<file path="src/rtl/screen_pkg.sv">
// rtl/screen_pkg.sv - shared screen-flow status codes, state type and key defaults
//
// Contents:
//   STATUS_* : 4-bit status bus values consumed by the title renderer and other screen blocks
//   screen_state_t : screen sequencer states
//   ENTER_CODE_DEFAULT : keycode that advances the screen
//   ALPHA_MAX : full title brightness
//   state_status() : maps a sequencer state onto the status bus value

package screen_pkg;

  localparam logic [3:0] STATUS_BOOT     = 4'd0;
  localparam logic [3:0] STATUS_TITLE    = 4'd1;
  localparam logic [3:0] STATUS_GAME     = 4'd2;
  localparam logic [3:0] STATUS_GAMEOVER = 4'd3;

  localparam logic [7:0] ENTER_CODE_DEFAULT = 8'h28;
  localparam logic [2:0] ALPHA_MAX          = 3'd7;

  typedef enum logic [2:0] {
    ST_BOOT     = 3'd0,
    ST_FADE_IN  = 3'd1,
    ST_IDLE     = 3'd2,
    ST_FADE_OUT = 3'd3,
    ST_GAME     = 3'd4,
    ST_GAMEOVER = 3'd5
  } screen_state_t;

  // Fades and the idle prompt all present as TITLE to downstream blocks.
  function automatic logic [3:0] state_status(input screen_state_t s);
    logic [3:0] r;
    r = STATUS_BOOT;
    case (s)
      ST_BOOT:     r = STATUS_BOOT;
      ST_FADE_IN,
      ST_IDLE,
      ST_FADE_OUT: r = STATUS_TITLE;
      ST_GAME:     r = STATUS_GAME;
      ST_GAMEOVER: r = STATUS_GAMEOVER;
      default:     r = STATUS_BOOT;
    endcase
    return r;
  endfunction

endpackage

</file>
<file path="src/rtl/frame_tick_gen.sv">
// rtl/frame_tick_gen.sv - registers frame_clk and emits a one-cycle pulse per frame
//
// Ports:
//   Clk       in  system clock
//   Reset     in  asynchronous active-high reset
//   frame_clk in  frame clock, synchronous to Clk
//   tick      out one Clk cycle high per rising edge of the registered frame_clk

module frame_tick_gen (
  input  logic Clk,
  input  logic Reset,
  input  logic frame_clk,
  output logic tick
);

  logic frame_q;
  logic frame_prev;

  always_ff @(posedge Clk or posedge Reset) begin
    if (Reset) begin
      frame_q    <= 1'b0;
      frame_prev <= 1'b0;
    end else begin
      frame_q    <= frame_clk;
      frame_prev <= frame_q;
    end
  end

  // Both inputs are flops, so the pulse is glitch-free and exactly one cycle wide.
  assign tick = frame_q & ~frame_prev;

endmodule

</file>
<file path="src/rtl/title_seq_ctrl.sv">
// rtl/title_seq_ctrl.sv - screen-flow sequencer: boot, title fades, prompt blink, game, game over
//
// Ports:
//   Clk           in  system clock
//   Reset         in  asynchronous active-high reset
//   frame_clk     in  frame clock, synchronous to Clk
//   keycode       in  current key, 8'h00 when none
//   game_over     in  one-cycle pulse from game logic
//   status        out 0=BOOT 1=TITLE 2=GAME 3=GAMEOVER
//   title_alpha   out title brightness 0..7
//   prompt_on     out "press ENTER" text visible
//   in_transition out high during either fade

module title_seq_ctrl
  import screen_pkg::*;
#(
  parameter int unsigned BOOT_FRAMES = 30,
  parameter int unsigned FADE_STEP   = 4,
  parameter int unsigned BLINK_HALF  = 30,
  parameter logic [7:0]  ENTER_CODE  = ENTER_CODE_DEFAULT
) (
  input  logic       Clk,
  input  logic       Reset,
  input  logic       frame_clk,
  input  logic [7:0] keycode,
  input  logic       game_over,
  output logic [3:0] status,
  output logic [2:0] title_alpha,
  output logic       prompt_on,
  output logic       in_transition
);

  localparam logic [7:0] BOOT_LAST  = 8'(BOOT_FRAMES - 1);
  localparam logic [7:0] FADE_LAST  = 8'(FADE_STEP - 1);
  localparam logic [7:0] BLINK_LAST = 8'(BLINK_HALF - 1);

  logic tick;

  frame_tick_gen u_tick (
    .Clk       (Clk),
    .Reset     (Reset),
    .frame_clk (frame_clk),
    .tick      (tick)
  );

  screen_state_t state, state_d;
  logic [7:0]    frame_cnt, frame_cnt_d;
  logic [7:0]    blink_cnt, blink_cnt_d;
  logic [2:0]    alpha, alpha_d;
  logic          prompt_q, prompt_d;
  logic [3:0]    status_q, status_d;
  logic          in_tr_q, in_tr_d;
  logic          key_armed;

  logic enter;
  logic press;

  assign enter = (keycode == ENTER_CODE);
  // key_armed is only ever set by a non-ENTER cycle, so a held key yields a single press.
  assign press = enter & key_armed;

  always_ff @(posedge Clk or posedge Reset) begin
    if (Reset) begin
      state     <= ST_BOOT;
      frame_cnt <= 8'd0;
      blink_cnt <= 8'd0;
      alpha     <= 3'd0;
      prompt_q  <= 1'b0;
      status_q  <= STATUS_BOOT;
      in_tr_q   <= 1'b0;
      key_armed <= 1'b0;
    end else begin
      state     <= state_d;
      frame_cnt <= frame_cnt_d;
      blink_cnt <= blink_cnt_d;
      alpha     <= alpha_d;
      prompt_q  <= prompt_d;
      status_q  <= status_d;
      in_tr_q   <= in_tr_d;
      key_armed <= ~enter;
    end
  end

  always_comb begin
    state_d     = state;
    frame_cnt_d = frame_cnt;
    blink_cnt_d = blink_cnt;
    alpha_d     = alpha;
    prompt_d    = prompt_q;

    case (state)
      ST_BOOT: begin
        alpha_d  = 3'd0;
        prompt_d = 1'b0;
        if (tick) begin
          if (frame_cnt == BOOT_LAST) begin
            state_d     = ST_FADE_IN;
            frame_cnt_d = 8'd0;
          end else begin
            frame_cnt_d = frame_cnt + 8'd1;
          end
        end
      end

      ST_FADE_IN: begin
        prompt_d = 1'b0;
        // A press skips the rest of the fade; it takes priority over a same-cycle tick.
        if (press) begin
          state_d     = ST_IDLE;
          alpha_d     = ALPHA_MAX;
          frame_cnt_d = 8'd0;
          blink_cnt_d = 8'd0;
          prompt_d    = 1'b1;
        end else if (tick) begin
          if (frame_cnt == FADE_LAST) begin
            frame_cnt_d = 8'd0;
            if (alpha >= ALPHA_MAX - 3'd1) begin
              state_d     = ST_IDLE;
              alpha_d     = ALPHA_MAX;
              blink_cnt_d = 8'd0;
              prompt_d    = 1'b1;
            end else begin
              alpha_d = alpha + 3'd1;
            end
          end else begin
            frame_cnt_d = frame_cnt + 8'd1;
          end
        end
      end

      ST_IDLE: begin
        alpha_d = ALPHA_MAX;
        if (press) begin
          state_d     = ST_FADE_OUT;
          frame_cnt_d = 8'd0;
          blink_cnt_d = 8'd0;
          prompt_d    = 1'b0;
        end else if (tick) begin
          if (blink_cnt == BLINK_LAST) begin
            blink_cnt_d = 8'd0;
            prompt_d    = ~prompt_q;
          end else begin
            blink_cnt_d = blink_cnt + 8'd1;
          end
        end
      end

      ST_FADE_OUT: begin
        prompt_d = 1'b0;
        if (tick) begin
          if (frame_cnt == FADE_LAST) begin
            frame_cnt_d = 8'd0;
            if (alpha <= 3'd1) begin
              state_d = ST_GAME;
              alpha_d = 3'd0;
            end else begin
              alpha_d = alpha - 3'd1;
            end
          end else begin
            frame_cnt_d = frame_cnt + 8'd1;
          end
        end
      end

      ST_GAME: begin
        alpha_d     = 3'd0;
        prompt_d    = 1'b0;
        frame_cnt_d = 8'd0;
        if (game_over) begin
          state_d = ST_GAMEOVER;
        end
      end

      ST_GAMEOVER: begin
        alpha_d     = 3'd0;
        prompt_d    = 1'b0;
        frame_cnt_d = 8'd0;
        if (press) begin
          state_d = ST_FADE_IN;
        end
      end

      default: begin
        state_d     = ST_BOOT;
        frame_cnt_d = 8'd0;
        blink_cnt_d = 8'd0;
        alpha_d     = 3'd0;
        prompt_d    = 1'b0;
      end
    endcase

    // Outputs are registered from the next state so they move in the same cycle as the state.
    status_d = state_status(state_d);
    in_tr_d  = (state_d == ST_FADE_IN) || (state_d == ST_FADE_OUT);
  end

  assign status        = status_q;
  assign title_alpha   = alpha;
  assign prompt_on     = prompt_q;
  assign in_transition = in_tr_q;

endmodule
</file>
<file path="config.mk">
export PLATFORM = sky130hd
export DESIGN_NAME = title_seq_ctrl
export DESIGN_NICKNAME = d
export VERILOG_FILES = /design/src/rtl/screen_pkg.sv /design/src/rtl/frame_tick_gen.sv /design/src/rtl/title_seq_ctrl.sv
export SDC_FILE = /design/constraint.sdc
export NUM_CORES = 1
export LEC_CHECK = 0
export BUFFER_PORTS_ARGS = -buffer_cell sky130_fd_sc_hd__buf_2
export CORE_MARGIN = 2
export CORE_UTILIZATION = 31
export DETAILED_ROUTE_END_ITERATION = 10
export GPL_TIMING_DRIVEN = 0
export PLACE_DENSITY_LB_ADDON = 0.3
export SYNTH_ARGS = -nofsm -noshare
export SYNTH_HDL_FRONTEND = slang
export SYNTH_HIERARCHICAL = 1
export SYNTH_SLANG_ARGS = --single-unit
</file>
<file path="constraint.sdc">
create_clock -name Clk -period 2.15 [get_ports Clk]
set_clock_uncertainty 0.15 [all_clocks]
set_input_delay 0.215 -clock Clk [delete_from_list [all_inputs] [get_ports Clk]]
set_output_delay 0.215 -clock Clk [all_outputs]
set_load 0.02 [all_outputs]
</file>
==> results.json <==
{
  "status": "finished clean",
  "min_from": "keycode[6]",
  "cts_tree": "built",
  "drc": 0,
  "gp_congestion": 0.809,
  "io_pins": 21,
  "yosysWarnings": 6,
  "post_synth.cell_area_avg_sq_um": 9.07,
  "dr.first_iter.drc_count": 147,
  "p_int_mw": 1.64,
  "p_comb_share_pct": 51.3,
  "crit_type": "reg2reg",
  "syn_area_sq_um": 2020,
  "overflow": 0,
  "path_clk_slew_ns": 0.07,
  "cap_viol_max_count": 0,
  "finalSetupViolCount": 0,
  "avgViaCountPerCell": 5.37,
  "slew_headroom_pct": 28.2,
  "wl_met2_um": 2230,
  "met1_length_um": 2250,
  "insertion_delay_ns": 0.28,
  "cts_max_path_buffers": 2,
  "total_power_mw": 2.85,
  "grt_max_degree": 28,
  "synth_edf_count": 0,
  "drv_slew": 0,
  "num-nets-final": 272,
  "ys_async_sr_fraction_pct": 100,
  "crit_buf_inv": 1,
  "reg2reg_setup_slack_ns": 0.09,
  "antenna_found_initial": 0,
  "wl_met3_um": 198,
  "p_seq_share_pct": 28.1,
  "highest_layer": "met4",
  "placementRows": 29,
  "coreArea_sq_um": 6310,
  "wl_um": 4740,
  "clock-sinks": 29,
  "avgRoutedWirePerCell_um": 14.4,
  "synthDistinctLibCells": 59,
  "cts_root_buffer": "clkbuf_8",
  "areaGrowthSynthToFinish_pct": 21.7,
  "worstSetupEndpointType": "flip-flop",
  "cp-start-kind": "flip-flop",
  "worst_pin_slew_ns": 1.08,
  "hold_violations": 0,
  "crit_fanout": 9,
  "fill_cells": 656,
  "endpoint": "blink_cnt[5]",
  "slowest_delay_ns": 0.42,
  "ir_drop_mv": 0.847,
  "reg2reg_depth": 7,
  "critPathLaunch": "frame_cnt[0]",
  "hold_class": "in2reg",
  "p_leak_nw": 1.04,
  "required_ns": 2.22,
  "power.share.clock_pct": 20.6,
  "yosys_most_used_dff": "dfrtp_1",
  "yosysSeqAreaShare_pct": 35.9,
  "worstReg2RegEnd": "blink_cnt[5]",
  "fp.dieW_um": 84.8,
  "powerDensity_nw_per_um2": 1160,
  "slowest_stage": "dfrtp_2",
  "timing.rr.start": "frame_cnt[0]",
  "grt_pass1_wl_um": 8140,
  "drive_above_1_share_pct": 22.1,
  "sw_frac_of_total_pct": 42.5,
  "firstDrtPassIters": 4,
  "n_antenna_cell": 0,
  "die-area_sq_um": 7180,
  "cp.depth": 7,
  "grt_use_total_pct": 13.8,
  "p_sw_mw": 1.21,
  "crit_chain": "ha_4 -> nor4bb_4 -> o2111ai_2 -> nand3_4 -> and2_1 -> buf_2 -> a32o_1",
  "synthCells": 223,
  "rsz0062_at_grt": "yes",
  "first_global_vias": 1654,
  "period_share_pct": 95.9,
  "layout_min_cycle_time_ns": 2.06,
  "ctsHtreeMaxLevel": 2,
  "crit_family": "simple AND/OR/NAND/NOR gates",
  "arrival_ns": 2.13,
  "numCtsBuffers": 5,
  "port_buffers": 18,
  "hpwl_um": 3370,
  "maxClockFrequency_mhz": 485,
  "fin_hold_ws_ns": 0.0379,
  "die_y_um": 84.8,
  "synth-seq-cells": 29,
  "final_antenna_net_count": 0,
  "initial_core_util_pct": 32.0,
  "vias": 1772
}
through the flow:
step	instance area [sq um]	setup TNS, ns	worst slack [ns]	utilization [%]	instances
after floorplan	2030	0	0.0919	-	224
after global placement	2210	-2.11	-0.194	35.0	319
after detailed placement	2210	-2.04	-0.179	35.0	319
after CTS	2400	0	0.00357	38.0	329
after global routing	2460	-0.0677	-0.0343	39.0	330
final	2460	0	0.0872	39.0	330
synthesized netlist by cell type, drive strengths merged (5+ instances only):
cell type	count	area, sq um
o211ai	6	45.0
buf	8	58.8
o21ai	10	50.1
and3	8	50.1
clkbuf	8	30.0
nor2b	5	38.8
dfrtp	29	726
nor3	5	25.0
a21oi	11	58.8
nor2	17	63.8
nand2b	5	31.3
nand2	15	56.3
nand3	9	55.1
ha	8	100
inv	13	48.8
power groups by stage:
| stage | Combinational [mW] | Sequential, mW | Clock (mW) |
|---|---|---|---|
| finish | 1.46 | 0.801 | 0.589 |
| global route | 1.63 | 0.818 | 0.628 |
| CTS | 1.40 | 0.766 | 0.599 |
| detailed placement | 1.35 | 0.771 | 0 |
| global placement | 1.34 | 0.772 | 0 |
| floorplan | 0.977 | 0.803 | 0 |
worst reg2reg max path, cell delays in order, from the launching register on:
cell and delay, ns:
dfrtp_2 0.42, ha_4 0.19, nor4bb_4 0.34, o2111ai_2 0.23, nand3_4 0.20, and2_1 0.13
buf_2 0.17, a32o_1 0.18
placed cells by master (no fill, tap or decap), types with 2 or more instances in the layout:
master         count
dfrtp_1           28
buf_2             20
nor2_1            17
nand2_1           15
inv_1             13
o21ai_0           10
a21oi_1            8
and3_1             8
nand3_1            7
ha_1               7
buf_4              6
o211ai_1           6
clkbuf_8           6
clkbuf_1           5
nand2b_1           5
nor3_1             5
nor2b_1            4
o22ai_1            4
nand4_1            4
a31oi_1            4
nor4b_4            3
xnor2_1            3
a21o_1             3
a221oi_1           3
a32o_1             3
buf_6              2
clkbuf_2           2
or3_1              2
a21oi_2            2
o21bai_1           2
o311ai_1           2
nand4b_1           2
and2_1             2
o41ai_1            2
nand3b_1           2
a41oi_1            2
conb_1             2
dlygate4sd3_1      2
state kept, by name, summed over array words and instances, names as in the netlist:
signal / flops
blink_cnt: 8
u_tick/frame_prev: 1
status: 2
state: 3
u_tick/frame_q: 1
title_alpha: 3
key_armed: 1
in_transition: 1
prompt_on: 1
frame_cnt: 8
area by class of cell:
type | instances | area (sq um) | share of cell area [%]
clock inverters | 1 | 30.0 | 1.22
multi-input cells | 166 | 1250 | 51.0
repair buffers | 23 | 133 | 5.39
clock buffers | 7 | 86.3 | 3.51
inverters | 13 | 48.8 | 1.98
plain buffers | 14 | 83.8 | 3.41
well taps | 77 | 96.3 | 3.92
flip-flops and latches | 29 | 727 | 29.6
routing by layer:
layer / vias up / track usage [%]
li1: 882 / -
met1: 833 / 19.6
met2: 51 / 21.6
met3: 6 / 2.46
met4: 0 / 3.90
met5: - / 0
how the worst min path moves through the flow:
stage / end / slack (ns) / depth (start not counted)
floorplan: u_tick/frame_prev / -0.19 / 1
global placement: u_tick/frame_q / -0.08 / 2
detailed placement: u_tick/frame_q / -0.07 / 2
CTS: key_armed / 0.03 / 3
global route: key_armed / 0.04 / 3
finish: key_armed / 0.04 / 3
repair_timing:
item / in CTS / in global routing
endpoints found under the hold margin: 3 / 0
hold buffers: 2 / 0
resized for setup: 7 / 13
endpoints found under the setup margin: 21 / 24
cloned: 0 / 0
pin swaps: 0 / 3
buffers inserted: 0 / 3
logic make-up (layout without fill, tap and decap cells):
kind of cell               after synthesis  in the layout  synth area share (%)
xor gates and xnor gates                 3              3                  1.30
buffers and inverters                   29             58                  6.81
muxes                                    1              1                 0.495
and+or+nand+nor                         86             86                  25.7
DFF                                     29             29                  35.9
other                                    1              2                 0.185
adders and majority gates                8              8                  4.95
AOI/OAI and AO/OA                       66             66                  24.6
No activity file was read; power rests on OpenSTA's default activity.
